===== src/rtl/gpt_frame_gen_pkg.sv =====
// gpt_frame_gen_pkg: timing constants shared by the gates-per-trig source
// (gpt_frame_gen) and the downstream gpt timing checker.
//   ST_*     frame FSM state encodings
//   DEF_GPT  default gates per frame
//   DEF_CW   default gate counter width
package gpt_frame_gen_pkg;

  localparam logic [1:0] ST_IDLE = 2'd0;
  localparam logic [1:0] ST_RUN  = 2'd1;
  localparam logic [1:0] ST_TRIG = 2'd2;

  localparam int DEF_GPT = 16;
  localparam int DEF_CW  = 9;

endpackage


===== src/rtl/gpt_frame_gen_interval_timer.sv =====
// gpt_interval_timer: loadable down-counter that paces gate strobes.
//   clk, rst_n  clock / async active-low reset
//   ld_i        reload (asserted on the edge that issues a gate)
//   ival_i      interval in cycles; 0 is clamped to 1
//   due_o       next gate may be issued on the coming edge
// Loaded with I-1 when a gate is issued. due_o is high I-1 cycles later, so
// a gate issued on that edge lands exactly I cycles after the previous one.
// The counter parks at zero, so due_o stays up while the FSM holds off.
module gpt_interval_timer #(
  parameter int IW = 8
) (
  input  logic          clk,
  input  logic          rst_n,
  input  logic          ld_i,
  input  logic [IW-1:0] ival_i,
  output logic          due_o
);

  logic [IW-1:0] cnt_q, cnt_d;

  always_comb begin
    cnt_d = cnt_q;
    if (ld_i)             cnt_d = (ival_i == '0) ? '0 : ival_i - 1'b1;
    else if (cnt_q != '0) cnt_d = cnt_q - 1'b1;
  end

  always_ff @(posedge clk or negedge rst_n) begin
    if (!rst_n) cnt_q <= '0;
    else        cnt_q <= cnt_d;
  end

  assign due_o = (cnt_q == '0);

endmodule


===== src/rtl/gpt_frame_gen.sv =====
// gpt_frame_gen: source of a gates-per-trig stream. Emits `gate` strobes
// every `interval` cycles and a `trig` after every GPT gates.
//   clk, rst_n   clock / async active-low reset
//   start        run request, honoured only when idle
//   abort        level, ends the run without trig or done
//   interval     gate spacing (0 acts as 1), sampled at start
//   frames       frame count (0 = free-running), sampled at start
//   gate, trig   strobes (never together)
//   busy         high while running (RUN / TRIG)
//   done         one-cycle pulse after the final trig of a finite run
//   frame_cnt    trigs since start, saturating
// Optional macro GPT_FRAME_GEN_ERRINJ_EN adds inj_extra / inj_miss inputs
// that stretch the current frame to GPT+1 gates or shrink it to GPT-1.
module gpt_frame_gen
  import gpt_frame_gen_pkg::*;
#(
  parameter int GPT = DEF_GPT,
  parameter int CW  = DEF_CW,
  parameter int IW  = 8,
  parameter int FW  = 16
) (
  input  logic          clk,
  input  logic          rst_n,
  input  logic          start,
  input  logic          abort,
  input  logic [IW-1:0] interval,
  input  logic [FW-1:0] frames,
`ifdef GPT_FRAME_GEN_ERRINJ_EN
  input  logic          inj_extra,
  input  logic          inj_miss,
`endif
  output logic          gate,
  output logic          trig,
  output logic          busy,
  output logic          done,
  output logic [FW-1:0] frame_cnt
);

  localparam logic [CW-1:0] GPT_C = CW'(GPT);

  logic [1:0]    state_q, state_d;
  logic [IW-1:0] ival_q, ival_d, ld_val;
  logic [FW-1:0] frames_q, frames_d;
  logic [FW-1:0] fcnt_q, fcnt_d;
  logic [CW-1:0] gcnt_q, gcnt_d;
  logic [CW-1:0] tgt;
  logic          gate_q, gate_d, trig_q, trig_d;
  logic          busy_q, busy_d, done_q, done_d;
  logic          due;

  gpt_interval_timer #(.IW(IW)) u_timer (
    .clk    (clk),
    .rst_n  (rst_n),
    .ld_i   (gate_d),
    .ival_i (ld_val),
    .due_o  (due)
  );

`ifdef GPT_FRAME_GEN_ERRINJ_EN
  // Requests stick until the frame's trig; leaving RUN drops them.
  logic ext_q, mis_q;
  always_ff @(posedge clk or negedge rst_n) begin
    if (!rst_n) begin
      ext_q <= 1'b0;
      mis_q <= 1'b0;
    end else begin
      ext_q <= (state_q == ST_RUN) && (ext_q || inj_extra);
      mis_q <= (state_q == ST_RUN) && (mis_q || inj_miss);
    end
  end
  // Extra wins; a shortened frame never drops below one gate.
  always_comb begin
    tgt = GPT_C;
    if (ext_q)                tgt = GPT_C + 1'b1;
    else if (mis_q && GPT > 1) tgt = GPT_C - 1'b1;
  end
`else
  assign tgt = GPT_C;
`endif

  // gcnt counts gates already issued, including the one on the output now,
  // so the frame closes on the edge right after its last gate.
  always_comb begin
    state_d  = state_q;
    ival_d   = ival_q;
    frames_d = frames_q;
    fcnt_d   = fcnt_q;
    gcnt_d   = gcnt_q;
    gate_d   = 1'b0;
    trig_d   = 1'b0;
    done_d   = 1'b0;
    ld_val   = ival_q;
    case (state_q)
      ST_IDLE: begin
        if (start && !abort) begin
          state_d  = ST_RUN;
          ival_d   = interval;
          frames_d = frames;
          fcnt_d   = '0;
          gcnt_d   = CW'(1);
          gate_d   = 1'b1;
          ld_val   = interval;   // latched copy not valid yet
        end
      end
      ST_RUN: begin
        // Gate must be on the output now so trig always follows a gate.
        if (gate_q && gcnt_q >= tgt) begin
          state_d = ST_TRIG;
          trig_d  = 1'b1;
          gcnt_d  = '0;
          fcnt_d  = (&fcnt_q) ? fcnt_q : fcnt_q + 1'b1;
        end else if (due) begin
          gate_d = 1'b1;
          gcnt_d = gcnt_q + 1'b1;
        end
      end
      ST_TRIG: begin
        if (frames_q != '0 && fcnt_q == frames_q) begin
          state_d = ST_IDLE;
          done_d  = 1'b1;
        end else begin
          state_d = ST_RUN;
          // Timer kept running through TRIG: gate lands at
          // max(last gate + interval, trig + 1).
          if (due) begin
            gate_d = 1'b1;
            gcnt_d = CW'(1);
          end
        end
      end
      default: state_d = ST_IDLE;
    endcase
    if (abort && state_q != ST_IDLE) begin
      state_d = ST_IDLE;
      gate_d  = 1'b0;
      trig_d  = 1'b0;
      done_d  = 1'b0;
    end
  end

  assign busy_d = (state_d != ST_IDLE);

  always_ff @(posedge clk or negedge rst_n) begin
    if (!rst_n) begin
      state_q  <= ST_IDLE;
      ival_q   <= '0;
      frames_q <= '0;
      fcnt_q   <= '0;
      gcnt_q   <= '0;
      gate_q   <= 1'b0;
      trig_q   <= 1'b0;
      busy_q   <= 1'b0;
      done_q   <= 1'b0;
    end else begin
      state_q  <= state_d;
      ival_q   <= ival_d;
      frames_q <= frames_d;
      fcnt_q   <= fcnt_d;
      gcnt_q   <= gcnt_d;
      gate_q   <= gate_d;
      trig_q   <= trig_d;
      busy_q   <= busy_d;
      done_q   <= done_d;
    end
  end

  assign gate      = gate_q;
  assign trig      = trig_q;
  assign busy      = busy_q;
  assign done      = done_q;
  assign frame_cnt = fcnt_q;

endmodule


===== config.mk =====
export PLATFORM = sky130hd
export DESIGN_NAME = gpt_frame_gen
export DESIGN_NICKNAME = d
export VERILOG_FILES = /design/src/rtl/gpt_frame_gen_pkg.sv /design/src/rtl/gpt_frame_gen_interval_timer.sv /design/src/rtl/gpt_frame_gen.sv
export SDC_FILE = /design/constraint.sdc
export NUM_CORES = 1
export LEC_CHECK = 0
export CORE_ASPECT_RATIO = 0.9
export CORE_MARGIN = 5
export CORE_UTILIZATION = 50
export CTS_CLUSTER_DIAMETER = 120
export DETAILED_ROUTE_END_ITERATION = 12
export HOLD_SLACK_MARGIN = 0.15
export PLACE_DENSITY = 0.76
export SLEW_MARGIN = 20
export SYNTH_ARGS = -nofsm -noshare
export SYNTH_HDL_FRONTEND = slang
export SYNTH_SLANG_ARGS = --single-unit

===== constraint.sdc =====
create_clock -name clk -period 2.7 [get_ports clk]
set_input_delay 0.54 -clock clk [delete_from_list [all_inputs] [get_ports clk]]
set_output_delay 0.54 -clock clk [all_outputs]
set_load 0.05 [all_outputs]

==> results.json, run 1 <==
{
  "clock_path_buffers": 2,
  "finalCritPeriodShare_pct": 94.5,
  "yosysWarnings": 0,
  "h-tree-depth": 3,
  "ctsHoldBuffers": 0,
  "first_pass_iters": 4,
  "hold_ws_ns": 0.158,
  "cts_made_buffers": 9,
  "fp.dieH_um": 90.5,
  "cts_resized": 0,
  "dieArea_um2": 8990,
  "synth.distinct_cells": 54,
  "synthAdderAreaFrac_pct": 2.44,
  "synth_seq_area_share_pct": 43.8,
  "antenna_cells": 0,
  "clockRootBuffer": "clkbuf_8",
  "via_count": 3089,
  "syn_area_per_cell_um2": 9.22,
  "cp-start-kind": "input port",
  "worstPathArrival_ns": 2.78,
  "globalplace.congestion": 0.899,
  "io_pins": 48,
  "drtIter0Drc": 131,
  "synth_commonest_cells": "75 x nand2_1, 63 x dfrtp_1, 27 x nor2_1, 27 x xnor2_1, 19 x nand3_1",
  "flow.area_growth_from_synthesis_pct": 25.5,
  "reg2reg_depth": 6,
  "start_util_pct": 51.1,
  "nets": 495,
  "routed_wl_mm": 8.70,
  "yosys.area_share.simple_pct": 29.7,
  "clk_pin_slew_ns": 0.08,
  "fin_total_pwr_w": 0.00296,
  "synth_top_family_by_area": "simple AND/OR/NAND/NOR gates",
  "clkSinkCount": 63,
  "cp_data_required_time_ns": 2.93,
  "tightest_slew_ns": 0.544,
  "antenna_found_initial": 0,
  "setup_viol": 0,
  "synthesis.area_um2": 3600,
  "peakVddDrop_mv": 0.453,
  "cts_setup_buffers": 0,
  "synth-seq-cells": 63,
  "synth_compound_area_share_pct": 8.25,
  "ys_async_sr_fraction_pct": 100,
  "grt_pass1_wl_mm": 14.9,
  "post-route-min-period_ns": 2.55,
  "dp_hpwl_mm": 6.48,
  "netlist.area_leader.share_pct": 43.8,
  "synth-edff-count": 0,
  "drt.antenna.violating_nets": 0,
  "finClkSkew_ns": 0.00720,
  "dieWidth_um": 99.4,
  "core.rowCount": 29,
  "status": "finished clean",
  "synth.most_common_cell": "nand2_1",
  "crit_path_max_fanout": 4,
  "grt_max_degree": 24,
  "r2r-start": "gcnt_q[4]",
  "yosys_most_used_dff": "dfrtp_1",
  "core_um2": 7040,
  "hold_class": "input port to asynchronous set/reset pin",
  "grt_pass1_vias": 3013,
  "max_slew_margin_pct": 63.7,
  "synth_xor_area_share_pct": 9.99,
  "finalNonFillerCells": 558,
  "drv_cap": 0,
  "rsz0062_at_grt": "no",
  "regToRegEndpoint": "gcnt_q[0]",
  "crit_path_end": "u_timer.cnt_q[4]",
  "fmax_mhz": 392,
  "power_density_nw_per_um2": 655,
  "synth_area_leaders": "dfrtp_1 44%, nand2_1 7.8%, xnor2_1 6.6%",
  "hold_viol": 0,
  "io_buffers": 47,
  "grtUsageTotal_pct": 20.5,
  "report.final.slew_viol_count": 0,
  "viasPerCell": 5.54,
  "syn_inst": 390,
  "cts_tree": "done",
  "p_leak_nw": 2.03,
  "fillerInstances": 587,
  "clk_latency_ns": 0.34,
  "setup.worst_path.class": "input port to flop",
  "layout-drive-gt1-share_pct": 12.9,
  "wl_per_cell_um": 15.6,
  "startpoint": "start",
  "rrSetupSlack_ns": 0.41,
  "drc": 0,
  "synth.largest_area_cell": "dfrtp_1",
  "overflow": 0,
  "synthesis.nets": 425,
  "synthMuxAreaShare_pct": 2.57,
  "dp.cells": 542,
  "cp-end-kind": "flop"
}
kinds of logic (layout without fill, tap and decap cells):
group | after synthesis | count (layout)
flip-flops | 63 | 63
buffers and inverters | 25 | 100
adder cells (fa/ha/maj) | 7 | 7
XOR/XNOR | 41 | 41
AND/OR/NAND/NOR | 205 | 205
multiplexers | 8 | 8
AO/OA/AOI/OAI | 41 | 41
metrics by stage:
step           util (%)  setup TNS, ns  instance area [µm²]  setup slack [ns]
2_1_floorplan         -              0                 3600            0.0166
6_report           64.1              0                 4510             0.149
3_3_place_gp       61.3         -0.316                 4310           -0.0844
5_1_grt            64.1              0                 4510            0.0502
4_1_cts            64.1              0                 4510             0.145
3_5_place_dp       61.3         -0.718                 4310            -0.200
cell type report:
| class | count | area [µm²] | area share [%] |
|---|---|---|---|
| clock buffer | 9 | 124 | 2.75 |
| clock inverter | 7 | 73.8 | 1.64 |
| inverter | 10 | 37.5 | 0.832 |
| multi-input combinational | 302 | 1920 | 42.5 |
| sequential | 63 | 1580 | 34.9 |
| tap | 93 | 116 | 2.58 |
| timing repair buffer | 74 | 668 | 14.8 |
metal layers:
metal	part of all wire (%)	global-route usage [%]	vias to the layer above
met3	4.5	6.02	10
li1	-	-	1510
met1	47	28.7	1492
met4	1.1	3.30	0
met2	47	31.9	77
met5	0	0	-
layout by cell type (no fill, tap or decap), types with 3 or more instances in the layout:
| master | count |
|---|---|
| or4_1 | 3 |
| clkdlybuf4s50_1 | 46 |
| nor2_1 | 27 |
| xnor2_1 | 27 |
| nand2b_1 | 3 |
| nand4_1 | 16 |
| nor3_1 | 12 |
| a21o_1 | 3 |
| and2_1 | 8 |
| inv_1 | 10 |
| nand3_1 | 19 |
| a211o_1 | 3 |
| o21ai_0 | 6 |
| and3_1 | 12 |
| mux2i_1 | 6 |
| nand2_1 | 75 |
| nor4_1 | 7 |
| dfrtp_1 | 63 |
| ha_1 | 7 |
| xor2_1 | 14 |
| and4_1 | 7 |
| clkbuf_8 | 9 |
| a21oi_1 | 10 |
| clkinvlp_4 | 4 |
| buf_4 | 27 |
| o21a_1 | 4 |
power by group:
part | switching (W) | internal [W] | total [W]
combinational | 0.000420 | 0.000420 | 0.000840
clock | 0.000394 | 0.000425 | 0.000819
sequential | 0.000188 | 0.00111 | 0.00130
worst min path at each step:
| stage | endpoint | depth (start not counted) | slack, ns | start |
|---|---|---|---|---|
| 2_1_floorplan | busy | 0 | 0.24 | rst_n |
| 3_5_place_dp | frames_q[13] | 2 | 0.51 | frames_q[13] |
| 5_1_grt | frame_cnt[3] | 1 | 0.17 | rst_n |
| 3_3_place_gp | frames_q[0] | 2 | 0.52 | frames_q[0] |
| 6_report | frame_cnt[3] | 1 | 0.16 | rst_n |
| 4_1_cts | frame_cnt[3] | 1 | 0.16 | rst_n |
sequential cells by signal (all words and copies together) (netlist names):
name and count:
frame_cnt 16, frames_q 16, gcnt_q 9, ival_q 8
u_timer.cnt_q 8, state_q 2, busy 1, done 1
gate 1, trig 1
worst max-delay path: stages:
cell             delay, ns
clkdlybuf4s50_1       0.52
or4b_4                0.52
mux2i_2               0.31
ha_1                  0.24
o21ai_0               0.13
xnor2_1               0.15
and4_1                0.21
o21a_1                0.17
No activity file was read; power rests on OpenSTA's default activity.
==> run 2, diff against run 1 <==
CORE_UTILIZATION = 52   (was 50)
DONT_BUFFER_PORTS = 1   (was unset)
MAX_ROUTING_LAYER = met4   (was unset)
PLACE_DENSITY = 0.7   (was 0.76)
==> run 2 against run 1 <==
  * Clock skew increased by 0.0013 ns
  * Largest cell class unchanged
  * Utilization shrank 2.7 points
  * Flip-flop and latch count stayed put
  * Clock power grew 12%
  * Maximum frequency grew 6.5%
  * Die area shrank 3.4%
  * Final area is 9.4% lower
  * Cell count shrank 9.0%
  * Critical path depth shrank 2
  * Highest routed layer unchanged
  * Global-route usage rose by 1.0 points
==> results.json, run 2 (synthesis results as in run 1) <==
{
  "status": "finished clean",
  "cts_made_buffers": 9,
  "viasPerCell": 5.71,
  "core_um2": 6660,
  "final_area_um2": 4090,
  "pre_cts_slack_ns": 0.283,
  "max_slew_margin_pct": 63.6,
  "finalNonFillerCells": 508,
  "layout_common_cells": "75 x nand2_1, 63 x dfrtp_1, 27 x nor2_1, 27 x xnor2_1, 25 x buf_4",
  "routed_wl_mm": 8.56,
  "fmax_mhz": 417,
  "crit_path_max_fanout": 14,
  "p_clk_share_pct": 31.0,
  "first_pass_iters": 4,
  "finClkSkew_ns": 0.00848,
  "startpoint": "gcnt_q[4]",
  "core.rowCount": 28,
  "antenna_cells": 0,
  "finalCritPeriodShare_pct": 88.7,
  "tightest_slew_ns": 0.544,
  "rsz0062_at_grt": "no",
  "clk_latency_ns": 0.34,
  "grt_pass1_wl_mm": 14.4,
  "flow.area_growth_from_synthesis_pct": 13.7,
  "drv_cap": 0,
  "placed_cell_area_um2": 3830,
  "p_sw_share_pct": 32.9,
  "clk_pin_slew_ns": 0.07,
  "nets": 448,
  "dp_hpwl_mm": 6.20,
  "grt_max_degree": 64,
  "p_leak_nw": 1.89,
  "setup.worst_path.class": "flop to flop",
  "grt_pass1_vias": 2900,
  "r2r-start": "gcnt_q[4]",
  "post-route-min-period_ns": 2.40,
  "cts_resized": 0,
  "tns_ns": 0,
  "layout-drive-gt1-share_pct": 13.9,
  "hold_viol": 0,
  "globalplace.congestion": 0.899,
  "start_util_pct": 54.0,
  "fp.dieH_um": 88.9,
  "drc": 0,
  "power.internal_w": 0.00198,
  "p_seq_share_pct": 43.8,
  "drtIter0Drc": 177,
  "hold_class": "input port to flop",
  "cts_tree": "done",
  "power_density_nw_per_um2": 723,
  "cp_data_required_time_ns": 2.95,
  "grtUsageTotal_pct": 21.5,
  "comb_power_share_pct": 25.2,
  "holdCritStartpoint": "abort",
  "dieWidth_um": 97.7,
  "clockRootBuffer": "clkbuf_8",
  "io_buffers": 0,
  "peakVddDrop_mv": 0.407,
  "final_common_cell": "nand2_1",
  "report.final.slew_viol_count": 0,
  "worstPathArrival_ns": 2.65,
  "antenna_found_initial": 0,
  "h-tree-depth": 3,
  "dp.cells": 490,
  "crit_slowest_cell": "or4_4",
  "setup_viol": 0,
  "cp-start-kind": "flop",
  "critPathMaxStageDelay_ns": 0.58,
  "clkSinkCount": 63,
  "dieArea_um2": 8680,
  "final.setup.worst_slack_ns": 0.305,
  "p_switching_w": 0.000973,
  "overflow": 0,
  "cp-end-kind": "flop",
  "wl_per_cell_um": 16.8,
  "io_pins": 48,
  "drt.antenna.violating_nets": 0,
  "cts_setup_buffers": 0,
  "cp_cell_sequence": "or4_4 -> o21ai_4 -> a21oi_1 -> nand4_1 -> and2_1 -> mux2i_1",
  "clock_path_buffers": 2,
  "via_count": 2899
}
-- run 2: power by group through the flow --
stage	Combinational (W)	Clock, W	Sequential, W
floorplan	0.000568	0	0.00130
global placement	0.000705	0	0.00130
detailed placement	0.000722	0	0.00131
CTS	0.000751	0.000936	0.00129
global route	0.000842	0.000982	0.00132
finish	0.000745	0.000916	0.00130
-- run 2: through the flow --
step	total power, W	hold slack (ns)	util (%)
2_1_floorplan	0.00186	0.244	-
3_3_place_gp	0.00201	0.246	57.5
3_5_place_dp	0.00203	0.246	57.5
4_1_cts	0.00298	0.263	61.4
5_1_grt	0.00314	0.266	61.4
6_report	0.00296	0.277	61.4
-- run 2: per-layer routing --
layer	track usage [%]	share of wire, %	vias to the layer above
met5	-	0	-
met4	6.79	0.99	0
met3	5.23	5.5	6
met2	32.0	44	69
met1	29.2	49	1408
li1	-	-	1416
-- run 2: path summary, 6_finish.rpt --
path / end / slack, ns / cells past startpoint
setup / recovery: u_timer.cnt_q[0] / 0.30 / 6
hold / removal: state_q[0] / 0.28 / 1
setup reg to reg: u_timer.cnt_q[0] / 0.30 / 6
hold reg to reg: frames_q[13] / 0.53 / 2
max in group asynchronous: ival_q[2] / 1.70 / 2
min in group asynchronous: frame_cnt[12] / 0.72 / 2
-- run 2: cell type report --
cell class                      instances  area, µm²
Multi-Input combinational cell        302       1920
Clock inverter                          7       97.6
Fill cell                             586       2570
Timing Repair Buffer                   27        225
Inverter                               10       37.5
Tap cell                               90        113
Sequential cell                        63       1580
Clock buffer                            9        124
-- run 2: critical path, delay by kind of cell, from the launching register on --
kind,cells,cell delay (ns)
DFF,1,0.44
and+or+nand+nor,3,1.26
muxes,1,0.23
AOI/OAI and AO/OA,2,0.38
-- run 2: timing repair --
| item | CTS | global route |
|---|---|---|
| hold buffers | 2 | 0 |
| endpoints found under the setup margin | 0 | 0 |
| hold endpoints to repair | 63 | 0 |
==> run 3, diff against run 2 <==
RECOVER_POWER = 100   (was unset)
==> run 3 against run 2 <==
  * The flow now finishes with violations (max-capacitance violations, max-slew violations)
  * Critical path type unchanged
  * Largest power group unchanged
  * Via count increased by 0.59%
  * Final area decreased by 2.2%
  * Worst setup slack got worse by 0.10 ns
  * Total power decreased by 0.68%
==> results.json, run 3 (synthesis results as in run 1) <==
{
  "status": "complete, but fails checks",
  "violations": "max-capacitance violations, max-slew violations",
  "first_pass_iters": 4,
  "start_util_pct": 54.0,
  "cp_cell_sequence": "clkbuf_1 -> and4_1 -> and2_0 -> nand3_1 -> buf_4 -> nand4_1 -> xor2_1 -> nor2_1",
  "core.rowCount": 28,
  "final_common_cell": "nand2_1",
  "p_leak_nw": 1.82,
  "viasPerCell": 5.74,
  "p_clk_share_pct": 31.2,
  "worstPathArrival_ns": 2.73,
  "antenna_found_initial": 0,
  "clockRootBuffer": "clkbuf_8",
  "setup.worst_path.class": "flop to flop",
  "comb_power_share_pct": 24.7,
  "crit_slowest_cell": "clkbuf_1",
  "tns_ns": 0,
  "clk_latency_ns": 0.34,
  "path_delay_family": "simple AND/OR/NAND/NOR gates",
  "critPathMaxStageDelay_ns": 0.62,
  "clkSinkCount": 63,
  "hold_class": "input port to flop",
  "clock_path_buffers": 2,
  "antenna_cells": 0,
  "tightest_slew_ns": 1.55,
  "rsz0062_at_grt": "no",
  "dieArea_um2": 8680,
  "clk_pin_slew_ns": 0.08,
  "routed_wl_mm": 8.57,
  "holdPathStages": 1,
  "report.final.slew_viol_count": 64,
  "drt.antenna.violating_nets": 0,
  "hold_viol": 0,
  "worst-path-buf-inv": 2,
  "nets": 448,
  "io_pins": 48,
  "r2r-start": "frame_cnt[4]",
  "power_density_nw_per_um2": 734,
  "overflow": 0,
  "crit_path_max_fanout": 14,
  "hold_path_end": "state_q[0]",
  "via_count": 2916,
  "fmax_mhz": 400,
  "finalCritPeriodShare_pct": 92.6,
  "setup_viol": 0,
  "layout-drive-gt1-share_pct": 9.57,
  "drc": 0,
  "fp.dieH_um": 88.9,
  "p_switching_w": 0.000971,
  "regToRegEndpoint": "frame_cnt[10]",
  "drtIter0Drc": 196,
  "max_slew_margin_pct": -3.42,
  "grt_pass1_vias": 2900,
  "cp-start-kind": "flop",
  "reg2reg_depth": 8,
  "power.internal_w": 0.00197,
  "grt_max_degree": 64,
  "holdCritStartpoint": "abort",
  "grt_pass1_wl_mm": 14.4,
  "globalplace.congestion": 0.899,
  "finClkSkew_ns": 0.00821,
  "post-route-min-period_ns": 2.50,
  "core_um2": 6660,
  "cp_data_required_time_ns": 2.93,
  "rrSetupSlack_ns": 0.20,
  "flow.area_growth_from_synthesis_pct": 11.2,
  "p_sw_share_pct": 33.1,
  "h-tree-depth": 3,
  "peakVddDrop_mv": 0.407,
  "wl_per_cell_um": 16.9,
  "cts_made_buffers": 9,
  "hold_ws_ns": 0.275,
  "dp_hpwl_mm": 6.20,
  "drv_cap": 1,
  "p_seq_share_pct": 44.1,
  "dieWidth_um": 97.7,
  "cp-end-kind": "flop",
  "io_buffers": 0,
  "cts_tree": "done",
  "grtUsageTotal_pct": 21.5,
  "layout_common_cells": "75 x nand2_1, 63 x dfrtp_1, 27 x nor2_1, 27 x xnor2_1, 19 x nand3_1",
  "fin_total_pwr_w": 0.00294
}
-- run 3: cell types whose count changed in the layout (fill, tap and decap cells not counted), moves of 2 or more --
cell,previous run,this run
and2_0,1,3
and2_1,8,6
clkbuf_1,0,16
buf_4,25,9
-- run 3: stage by stage --
step / util, % / instances / setup WS, ns / instance area (µm²)
2_1_floorplan: - / 390 / 0.0166 / 3600
5_1_grt: 60.1 / 508 / 0.0687 / 4000
3_5_place_dp: 57.5 / 490 / 0.283 / 3830
3_3_place_gp: 57.5 / 490 / 0.331 / 3830
6_report: 60.1 / 508 / 0.200 / 4000
4_1_cts: 61.4 / 508 / 0.316 / 4090
-- run 3: routing by layer --
layer	share of wire, %	vias up	global-route usage [%]	wire length (µm)
met2	44	84	32.0	3780
met1	48	1414	29.2	4140
met5	0	-	-	0
met3	6.4	7	5.23	545
met4	1.1	0	6.79	91
li1	-	1411	-	-
-- run 3: repair_timing --
action | in CTS | in global routing
resized for setup | 0 | 0
hold buffers | 2 | 0
buffers inserted | 0 | 0
endpoints found under the hold margin | 63 | 0
-- run 3: power groups by stage --
stage               Combinational (W)  Clock [W]  Sequential, W
finish                       0.000725   0.000917        0.00129
global route                 0.000823   0.000982        0.00132
CTS                          0.000751   0.000936        0.00129
detailed placement           0.000722          0        0.00131
global placement             0.000705          0        0.00130
floorplan                    0.000568          0        0.00130
-- run 3: worst max path at each step --
stage | start | end | slack (ns) | cells past startpoint
detailed placement | abort | u_timer.cnt_q[4] | 0.28 | 7
finish | frame_cnt[4] | frame_cnt[10] | 0.20 | 8
CTS | gcnt_q[4] | u_timer.cnt_q[0] | 0.32 | 6
global placement | abort | u_timer.cnt_q[6] | 0.33 | 7
floorplan | abort | u_timer.cnt_q[4] | 0.02 | 10
global route | frame_cnt[4] | frame_cnt[14] | 0.07 | 8
-- run 3: layout make-up --
class / instances / area [µm²]
Tap cell: 90 / 113
Timing Repair Buffer: 27 / 143
Inverter: 10 / 37.5
Fill cell: 605 / 2660
Sequential cell: 63 / 1580
Clock buffer: 9 / 124
Multi-Input combinational cell: 302 / 1910
Clock inverter: 7 / 97.6
